`src/rtl/sram_access_arbiter.sv`:
```
// rtl/sram_access_arbiter.sv - SRAM owner arbitrating VGA reads over renderer writes
// Fixed read priority with a starvation guard; each access is a timed SRAM cycle.
module sram_access_arbiter #(
  parameter int ADDR_WIDTH    = 20,
  parameter int DATA_WIDTH    = 32,
  parameter int ACCESS_CYCLES = 2,
  parameter int STARVE_LIMIT  = 8
) (
  input  logic                  clk,
  input  logic                  rst,
  input  logic                  rd_req,
  input  logic [ADDR_WIDTH-1:0] rd_addr,
  output logic                  rd_ack,
  output logic [DATA_WIDTH-1:0] rd_data,
  output logic                  rd_data_valid,
  input  logic                  wr_req,
  input  logic [ADDR_WIDTH-1:0] wr_addr,
  input  logic [DATA_WIDTH-1:0] wr_data,
  output logic                  wr_ack,
  output logic [ADDR_WIDTH-1:0] sram_address,
  output logic [DATA_WIDTH-1:0] sram_dout,
  output logic                  sram_den,
  output logic                  sram_oe_n,
  output logic                  sram_we_n,
  input  logic [DATA_WIDTH-1:0] sram_din
);

  localparam int CW = (ACCESS_CYCLES > 1) ? $clog2(ACCESS_CYCLES) : 1;
  localparam int SW = $clog2(STARVE_LIMIT + 1);
  localparam logic [CW-1:0] LAST_CYC   = CW'(ACCESS_CYCLES - 1);
  localparam logic [SW-1:0] STARVE_MAX = SW'(STARVE_LIMIT);

  typedef enum logic [1:0] {S_IDLE, S_READ, S_WRITE} state_t;

  state_t                r_state;
  state_t                w_state_nxt;
  logic [CW-1:0]         r_cyc;
  logic [CW-1:0]         w_cyc_nxt;
  logic [SW-1:0]         r_starve;
  logic [SW-1:0]         w_starve_nxt;
  logic                  w_last;
  logic                  w_grant_rd;
  logic                  w_grant_wr;
  logic                  w_rd_capture;

  logic                  r_rd_ack;
  logic                  r_wr_ack;
  logic                  r_rd_pend;
  logic                  r_rd_valid;
  logic [DATA_WIDTH-1:0] r_rd_data;
  logic [ADDR_WIDTH-1:0] r_addr;
  logic [DATA_WIDTH-1:0] r_dout;
  logic                  r_den;
  logic                  r_oe_n;
  logic                  r_we_n;

  assign w_last       = (r_cyc == LAST_CYC);
  assign w_rd_capture = (r_state == S_READ) && w_last;

  always_comb begin
    w_state_nxt  = r_state;
    w_cyc_nxt    = r_cyc;
    w_starve_nxt = r_starve;
    w_grant_rd   = 1'b0;
    w_grant_wr   = 1'b0;
    unique case (r_state)
      S_IDLE: begin
        w_cyc_nxt = '0;
        if (wr_req && (!rd_req || r_starve == STARVE_MAX)) begin
          w_grant_wr  = 1'b1;
          w_state_nxt = S_WRITE;
        end else if (rd_req) begin
          w_grant_rd  = 1'b1;
          w_state_nxt = S_READ;
        end
      end
      S_READ, S_WRITE: begin
        if (w_last) begin
          w_state_nxt = S_IDLE;
          w_cyc_nxt   = '0;
        end else begin
          w_cyc_nxt = r_cyc + 1'b1;
        end
      end
      default: w_state_nxt = S_IDLE;
    endcase
    // The guard only counts reads that overtook a write actually waiting this cycle.
    if (!wr_req || w_grant_wr) begin
      w_starve_nxt = '0;
    end else if (w_grant_rd && r_starve != STARVE_MAX) begin
      w_starve_nxt = r_starve + 1'b1;
    end
  end

  always_ff @(posedge clk or posedge rst) begin
    if (rst) begin
      r_state  <= S_IDLE;
      r_cyc    <= '0;
      r_starve <= '0;
    end else begin
      r_state  <= w_state_nxt;
      r_cyc    <= w_cyc_nxt;
      r_starve <= w_starve_nxt;
    end
  end

  // Read data is captured at the end of the last READ cycle and flagged one clock later.
  always_ff @(posedge clk or posedge rst) begin
    if (rst) begin
      r_rd_ack   <= 1'b0;
      r_wr_ack   <= 1'b0;
      r_rd_pend  <= 1'b0;
      r_rd_valid <= 1'b0;
      r_rd_data  <= '0;
      r_addr     <= '0;
      r_dout     <= '0;
      r_den      <= 1'b0;
      r_oe_n     <= 1'b1;
      r_we_n     <= 1'b1;
    end else begin
      r_rd_ack   <= w_grant_rd;
      r_wr_ack   <= w_grant_wr;
      r_oe_n     <= (w_state_nxt != S_READ);
      r_we_n     <= (w_state_nxt != S_WRITE);
      r_den      <= (w_state_nxt == S_WRITE);
      r_rd_pend  <= w_rd_capture;
      r_rd_valid <= r_rd_pend;
      if (w_grant_rd) begin
        r_addr <= rd_addr;
      end
      if (w_grant_wr) begin
        r_addr <= wr_addr;
        r_dout <= wr_data;
      end
      if (w_rd_capture) begin
        r_rd_data <= sram_din;
      end
    end
  end

  assign rd_ack        = r_rd_ack;
  assign wr_ack        = r_wr_ack;
  assign rd_data       = r_rd_data;
  assign rd_data_valid = r_rd_valid;
  assign sram_address  = r_addr;
  assign sram_dout     = r_dout;
  assign sram_den      = r_den;
  assign sram_oe_n     = r_oe_n;
  assign sram_we_n     = r_we_n;

endmodule

```
`config.mk`:
```
export PLATFORM = sky130hd
export DESIGN_NAME = sram_access_arbiter
export DESIGN_NICKNAME = d
export VERILOG_FILES = /design/src/rtl/sram_access_arbiter.sv
export SDC_FILE = /design/constraint.sdc
export NUM_CORES = 1
export LEC_CHECK = 0
export CAP_MARGIN = 40
export CORE_MARGIN = 2
export CORE_UTILIZATION = 38
export CTS_BUF_LIST = sky130_fd_sc_hd__clkbuf_4 sky130_fd_sc_hd__clkbuf_8
export DETAILED_ROUTE_END_ITERATION = 6
export GPL_ROUTABILITY_DRIVEN = 0
export GPL_TIMING_DRIVEN = 0
export PLACE_DENSITY = 0.76
export SLEW_MARGIN = 20
export SYNTH_ARGS = -nofsm -noshare
export SYNTH_HDL_FRONTEND = slang
export SYNTH_SLANG_ARGS = --single-unit
```
`constraint.sdc`:
```
create_clock -name clk -period 3 [get_ports clk]
set_input_delay 0.6 -clock clk [delete_from_list [all_inputs] [get_ports clk]]
set_output_delay 0.6 -clock clk [all_outputs]
set_load 0.01 [all_outputs]
```
==> flow_metrics.tcl, run 1 <==
set metrics [dict create \
    hp-class "reg2reg" \
    layout.nets 613 \
    status "finished clean" \
    cp.buffers_inverters 1 \
    path_depth 1 \
    fp.dieW_um 107 \
    cts_max_level 3 \
    coreArea_mm2 0.0103 \
    power_density_mw_per_mm2 919 \
    fin_crit_ns 1.98 \
    antenna_cells 0 \
    clockRootBuffer "clkbuf_8" \
    grt_overflow 0 \
    ys_types 34 \
    finalCritPeriodShare 0.660 \
    arrival_ns 1.38 \
    cp.required_ns 2.40 \
    final_core_util 0.622 \
    relSlewSlack 0.689 \
    cts_resized 0 \
    cts_buffers 9 \
    grt_pass1_vias 3284 \
    cp_max_fo 1 \
    synth_area_mm2 0.00401 \
    p_leak_nw 2.72 \
    grtUsageTotal 0.181 \
    start_util 0.390 \
    fin_tns_setup_ns 0 \
    grt_max_degree 35 \
    die_height_um 107 \
    maxSlewViolCount 0 \
    portBuffers 196 \
    area_delta_synth_final_pct 59.4 \
    synthCells 290 \
    crit_chain "clkdlybuf4s50_1" \
    row_count 37 \
    cp_slowest_stage_delay_ns 0.52 \
    grt_pass1_wl_um 16100 \
    clk_pin_slew_ns 0.10 \
    clock_skew_ns 0.0228 \
    peakVddDrop_mv 0.409 \
    drtIter0Drc 62 \
    dp_hpwl_um 7760 \
    worstSetupPathType "reg2out" \
    crit_path_start_kind "flip-flop" \
    hold_buffers 0 \
    worst_slack_ns 1.02 \
    finalSetupViolCount 0 \
    ant_nets 0 \
    cts_setup_buffers 0 \
    dpl.cell_count 625 \
    pre_cts_ws_ns 0.680 \
    drv_cap 0 \
    crit_family "flip-flops" \
    ff2ff_path_depth 6 \
    wirelength_um 9920 \
    ys_seq_elements 98 \
    clk_latency_ns 0.36 \
    final_cells 640 \
    drive_above_1_share 0.206 \
    ioPinCount 198 \
    syn_area_per_cell_um2 13.8 \
    cts_max_path_buffers 2 \
    tightest_slew_ns 0.466 \
    synth_fp_nets 403 \
    vias 3022 \
    max_freq_mhz 505 \
    worstSetupEndpointType "primary output" \
    slowest_stage "dfstp_2" \
    clock_sinks 98 \
    hold_depth 0 \
    wl_per_cell_um 15.5 \
    viasPerCell 4.72 \
    antenna_found_initial 0 \
    yosysWarnings 0 \
    rsz0062_at_grt "no" \
    hold_viol_final 0 \
    dieArea_mm2 0.0114 \
    ys_seq_area_frac 0.612 \
    drc_errors 0 \
    drtPass1Iterations 4 \
    cts_tree "done" \
]
-- layout by cell type (no fill, tap or decap), drive strengths merged, types with 2 or more instances in the layout --
master	n
clkdlybuf4s50	196
dfrtp	96
mux2	64
nand2	27
o21ai	25
mux2i	20
buf	16
clkbuf	11
inv	10
ha	5
nor2	3
nor2b	3
nor3	2
o21a	2
clkinvlp	2
dfstp	2
a21oi	2
a21boi	2
a21o	2
clkinv	2
-- synth_stat cells, drive strengths merged --
library cell / count / area, um^2
o21ai: 25 / 125
o32ai: 1 / 8.76
dfrtp: 96 / 2400
nand3b: 1 / 20.0
o21a: 2 / 15.0
a21boi: 2 / 15.0
nand4: 1 / 6.26
nor2b: 3 / 18.8
buf: 13 / 90.1
a2111oi: 1 / 8.76
a21oi: 2 / 21.3
clkbuf: 1 / 3.75
and2: 1 / 6.26
mux2i: 20 / 200
and2b: 1 / 8.76
nand2: 27 / 104
or2b: 1 / 7.51
nand3: 1 / 5.00
a221o: 1 / 11.3
a221oi: 1 / 8.76
dfstp: 2 / 52.6
o211ai: 1 / 7.51
mux2: 64 / 721
ha: 5 / 62.6
nor2: 3 / 11.3
nor3: 2 / 10.0
a21o: 2 / 16.3
nor3b: 1 / 7.51
inv: 9 / 33.8
-- cell type report --
| class | count | area, um^2 |
|---|---|---|
| fill | 866 | 3890 |
| sequential | 98 | 2450 |
| timing repair buffer | 199 | 2030 |
| multi-input combinational | 169 | 1430 |
| tap | 136 | 170 |
| clock buffer | 10 | 138 |
| buffer | 14 | 93.8 |
| clock inverter | 5 | 38.8 |
| inverter | 9 | 37.5 |
-- registers in the layout, indices dropped and copies added, names as in the netlist, 2 cells and up --
register / cells
r_state: 2
r_starve: 4
rd_data: 32
sram_dout: 32
sram_address: 20
-- cells by family (layout without fill, tap and decap cells) --
logic type | after synthesis | after routing | synth area share
simple gates | 42 | 42 | 0.0512
mux | 84 | 84 | 0.230
flops | 98 | 98 | 0.612
fa+ha+maj | 5 | 5 | 0.0156
buf+inv | 23 | 237 | 0.0318
compound gates | 38 | 38 | 0.0593
-- where the power goes --
group	switching, mW	internal [mW]
Clock	0.456	0.326
Combinational	1.06	1.75
Sequential	0.323	1.95
Total	1.84	4.03
-- layer usage --
layer	wire, um	vias up	track usage	share of wire
li1	-	1426	-	-
met1	3860	1496	0.214	0.39
met2	5330	85	0.318	0.54
met3	562	15	0.0486	0.057
met4	165	0	0.0603	0.017
met5	0	-	0	0
-- stage by stage --
step	hold WS, ns	area [um^2]	power, mW
floorplan	0.331	4010	3.53
global placement	0.331	6140	5.06
detailed placement	0.345	6210	5.15
CTS	0.368	6390	5.95
global route	0.383	6390	6.25
finish	0.366	6390	5.87
-- path summary, 6_finish.rpt --
check                            from                to  slack [ns]
max                         sram_we_n         sram_we_n        1.02
min reg2reg                 r_rd_pend     rd_data_valid        0.37
min in group asynchronous         rst       rd_data[25]        0.62
max in group asynchronous         rst  sram_address[18]        1.71
max reg2reg                r_state[0]         sram_we_n        1.07
min                         r_rd_pend     rd_data_valid        0.37
Power figures use the tool's default switching activity.
==> run 2: changes to the inputs <==
clock period = 1.6 ns   (was 3 ns; I/O delays follow)
==> flow_metrics.tcl, run 2 (synthesis gave the netlist of run 1 again) <==
set metrics [dict create \
    status "complete, but fails checks" \
    violations "negative setup slack" \
    clock_skew_ns 0.0142 \
    grt_max_degree 30 \
    dieArea_mm2 0.0114 \
    worst_slack_ns -0.0855 \
    pwr-share-clk 0.141 \
    gr-usage-met1 0.224 \
    die_height_um 107 \
    final_common_cell "clkdlybuf4s50_1" \
    ff2ff_path_depth 7 \
    layout.nets 630 \
    ioPinCount 198 \
    cts_buffers 9 \
    relSlewSlack 0.716 \
    clockRootBuffer "clkbuf_8" \
    p_leak_nw 3.46 \
    fp.dieW_um 107 \
    hp-class "in2async" \
    drtIter0Drc 49 \
    hold_buffers 0 \
    grt_overflow 0 \
    grt_use_met3 0.0468 \
    holdWs_ns 0.321 \
    drive_above_1_share 0.268 \
    swShare 0.326 \
    grtUsageTotal 0.193 \
    wirelength_um 11400 \
    pre_cts_ws_ns -0.465 \
    power_density_mw_per_mm2 1660 \
    design_area_mm2 0.00692 \
    worstSetupPathType "reg2reg" \
    grt_use_met2 0.349 \
    seqPwrFrac 0.369 \
    area_delta_synth_final_pct 72.6 \
    tightest_slew_ns 0.425 \
    grt_busiest_layer "met2" \
    total_power_mw 11.5 \
    rsz0062_at_grt "yes" \
    max_freq_mhz 593 \
    peakVddDrop_mv 0.855 \
    p_sw_mw 3.76 \
    arrival_ns 1.96 \
    finalSetupViolCount 35 \
    clock_sinks 98 \
    intPower_mw 7.76 \
    final_cell_mix "clkdlybuf4s50_1 (112), dfrtp_1 (95), dlymetal6s2s_1 (43)" \
    dp_hpwl_um 7910 \
    clk_pin_slew_ns 0.10 \
    clk_latency_ns 0.35 \
    worstSetupEndpointType "flip-flop" \
    viasPerCell 4.87 \
    finalCritPeriodShare 1.05 \
    r2r-start "r_state[0]" \
    fillerInstances 773 \
    antenna_found_initial 0 \
    cts_max_level 3 \
    row_count 37 \
    drtPass1Iterations 4 \
    antenna_cells 0 \
    cp.required_ns 1.87 \
    drv_cap 0 \
    start_util 0.390 \
    crit_path_start_kind "flip-flop" \
    grt_pass1_wl_um 17300 \
    maxSlewViolCount 0 \
    coreArea_mm2 0.0103 \
    cts_max_path_buffers 2 \
    portBuffers 196 \
    vias 3206 \
    fin_crit_ns 1.69 \
    reg2reg_to "sram_we_n" \
    hold_viol_final 0 \
    drc_errors 0 \
    wl_per_cell_um 17.4 \
    worst-r2r-setup-slack_ns -0.09 \
    cts_tree "done" \
    postPlaceCellArea_mm2 0.00621 \
    pwr-share-comb 0.491 \
    cp_max_fo 6 \
    grt_pass1_vias 3477 \
    ant_nets 0 \
]
## run 2: layout make-up
type / count / area, um^2 / share of cell area
Sequential cell: 98 / 2460 / 0.355
Clock buffer: 9 / 124 / 0.0179
Tap cell: 136 / 170 / 0.0246
Inverter: 9 / 37.5 / 0.00542
Buffer: 13 / 156 / 0.0226
Clock inverter: 7 / 78.8 / 0.0114
Multi-Input combinational cell: 169 / 1610 / 0.233
Timing Repair Buffer: 217 / 2280 / 0.330
## run 2: metrics by stage
| step | utilization | TNS (ns) | std cells |
|---|---|---|---|
| after floorplan | - | -2.62 | 290 |
| after global placement | 0.598 | -108.13 | 622 |
| after detailed placement | 0.604 | -23.48 | 625 |
| after CTS | 0.650 | -2.01 | 653 |
| after global routing | 0.673 | -4.33 | 658 |
| final | 0.673 | -1.59 | 658 |
## run 2: power by group through the flow
stage / clock, mW / combinational, mW / sequential, mW
2_1_floorplan: 0 / 1.81 / 4.82
3_3_place_gp: 0 / 5.23 / 4.25
3_5_place_dp: 0 / 5.36 / 4.33
4_1_cts: 1.68 / 5.57 / 4.26
5_1_grt: 1.77 / 6.03 / 4.41
6_report: 1.62 / 5.65 / 4.25
## run 2: per-layer routing
layer | vias to the layer above | part of all wire
met5 | - | 0
met4 | 0 | 0.019
met3 | 20 | 0.056
met2 | 106 | 0.54
met1 | 1613 | 0.38
li1 | 1467 | -
## run 2: timing repair
| item | 4_1_cts | 5_1_grt |
|---|---|---|
| setup buffers | 9 | 5 |
| gates cloned | 3 | 1 |
| setup endpoints to repair | 127 | 129 |
| gates resized for setup | 99 | 69 |
| pin swaps | 0 | 4 |
## run 2: worst max-delay path by stage
stage                     start            end  slack, ns  depth (start not counted)
floorplan            r_state[0]      sram_we_n      -0.09                          7
global placement            rst  sram_dout[14]      -0.90                          2
detailed placement       wr_req   sram_dout[6]      -0.47                          5
CTS                  r_state[0]   sram_dout[1]      -0.09                          8
global route        r_starve[0]   sram_dout[0]      -0.14                          7
finish               r_state[0]      sram_we_n      -0.09                          7
## run 2: critical path, stage by stage, from the launching register on
cell and delay, ns:
dfrtp_2 0.43, inv_2 0.07, ha_4 0.18, buf_6 0.11, nor2b_4 0.13, o21ai_2 0.07
or2b_1 0.27, a221o_2 0.35
==> run 3: changes to the inputs <==
CORE_UTILIZATION = 41   (was 38)
PLACE_DENSITY = 0.78   (was 0.76)
clock period = 1.9 ns   (was 1.6 ns; I/O delays follow)
==> flow_metrics.tcl, run 3 (synthesis gave the netlist of run 1 again) <==
set metrics [dict create \
    crit_path_start_kind "flip-flop" \
    dieArea_mm2 0.0106 \
    cp.required_ns 2.14 \
    dpl.cell_count 622 \
    hold_depth 0 \
    grt_max_degree 32 \
    drtPass1Iterations 4 \
    r2r-start "r_state[1]" \
    hold_viol_final 0 \
    cp_max_fo 10 \
    clk_pin_slew_ns 0.09 \
    status "finished clean" \
    max_freq_mhz 551 \
    drive_above_1_share 0.223 \
    clockRootBuffer "clkbuf_8" \
    hp-start "r_rd_pend" \
    drv_cap 0 \
    fp.dieW_um 103 \
    row_count 36 \
    final_cells 644 \
    cts_max_path_buffers 2 \
    grt_pass1_wl_um 16000 \
    worst_slack_ns 0.0850 \
    finalCritPeriodShare 0.955 \
    dp_hpwl_um 7830 \
    wirelength_um 10300 \
    grtUsageTotal 0.198 \
    worstSetupPathType "reg2reg" \
    fin_crit_ns 1.82 \
    holdWs_ns 0.353 \
    antenna_found_initial 0 \
    drtIter0Drc 38 \
    cp_slowest_stage_delay_ns 0.42 \
    die_height_um 103 \
    power_density_mw_per_mm2 1480 \
    design_area_mm2 0.00648 \
    reg2reg_to "sram_dout[7]" \
    clk_latency_ns 0.35 \
    clock_sinks 98 \
    area_delta_synth_final_pct 61.6 \
    drc_errors 0 \
    viasPerCell 4.87 \
    worstSetupEndpointType "flip-flop" \
    grt_pass1_vias 3309 \
    maxSlewViolCount 0 \
    clock_skew_ns 0.00520 \
    antenna_cells 0 \
    cp_common_cell "buf_6" \
    vias 3134 \
    tightest_slew_ns 0.387 \
    hp-class "reg2reg" \
    postPlaceCellArea_mm2 0.00620 \
    crit_chain "inv_1 > ha_1 > buf_6 > nand2_1 > a21oi_4 > buf_12 > buf_6 > mux2_2" \
    min_delay_worst_endpoint "rd_data_valid" \
    ff2ff_path_depth 8 \
    finalSetupViolCount 0 \
    multi_input_area_mm2 0.00143 \
    cp.buffers_inverters 4 \
    ant_nets 0 \
    final_common_cell "clkdlybuf4s50_1" \
    ioPinCount 198 \
    worst-r2r-setup-slack_ns 0.08 \
    pre_cts_ws_ns -0.253 \
    seq_area_mm2 0.00246 \
    peakVddDrop_mv 0.772 \
    relSlewSlack 0.735 \
    fillerInstances 757 \
    arrival_ns 2.05 \
    total_power_mw 9.57 \
    wl_per_cell_um 16.0 \
    cts_tree "done" \
    crit_family "buffers and inverters" \
    fin_tns_setup_ns 0 \
    final_cell_mix "clkdlybuf4s50_1 (196), dfrtp_1 (95), mux2_2 (64)" \
    layout.nets 619 \
    grt_overflow 0 \
    start_util 0.416 \
    cts_max_level 3 \
    portBuffers 196 \
    coreArea_mm2 0.00964 \
    rsz0062_at_grt "no" \
    cts_buffers 9 \
    final_core_util 0.672 \
    slowest_stage "dfrtp_1" \
    p_leak_nw 2.78 \
]
run 3: cell type report:
cell class	instances	area share
timing repair buffer	205	0.321
clock buffer	14	0.0268
clock inverter	2	0.00541
tap	133	0.0257
inverter	9	0.00579
sequential	98	0.379
buffer	14	0.0147
multi-input combinational	169	0.221
run 3: worst max path at each step:
stage | cells past startpoint | startpoint | slack (ns) | to
finish | 8 | r_state[1] | 0.08 | sram_dout[7]
global route | 7 | r_state[1] | 0.001 | sram_address[4]
CTS | 6 | r_state[1] | 0.02 | sram_we_n
detailed placement | 5 | wr_req | -0.25 | sram_dout[3]
global placement | 2 | rst | -0.67 | sram_address[10]
floorplan | 6 | r_state[0] | 0.18 | sram_we_n
run 3: what timing repair did:
item / 4_1_cts / 5_1_grt
setup buffers: 3 / 3
endpoints found under the setup margin: 40 / 48
cloned: 0 / 0
hold buffers: 0 / 0
gates resized for setup: 1 / 4
run 3: metal layers:
| metal | track usage | vias up | routed length, um |
|---|---|---|---|
| met4 | 0.0901 | 0 | 337 |
| li1 | - | 1437 | - |
| met3 | 0.0692 | 26 | 706 |
| met2 | 0.337 | 105 | 5360 |
| met1 | 0.225 | 1566 | 3910 |
| met5 | 0 | - | 0 |
run 3: power breakdown:
| group | switching [mW] | internal, mW |
|---|---|---|
| Combinational | 1.74 | 2.83 |
| Clock | 0.681 | 0.725 |
| Sequential | 0.508 | 3.09 |
| Total | 2.93 | 6.64 |
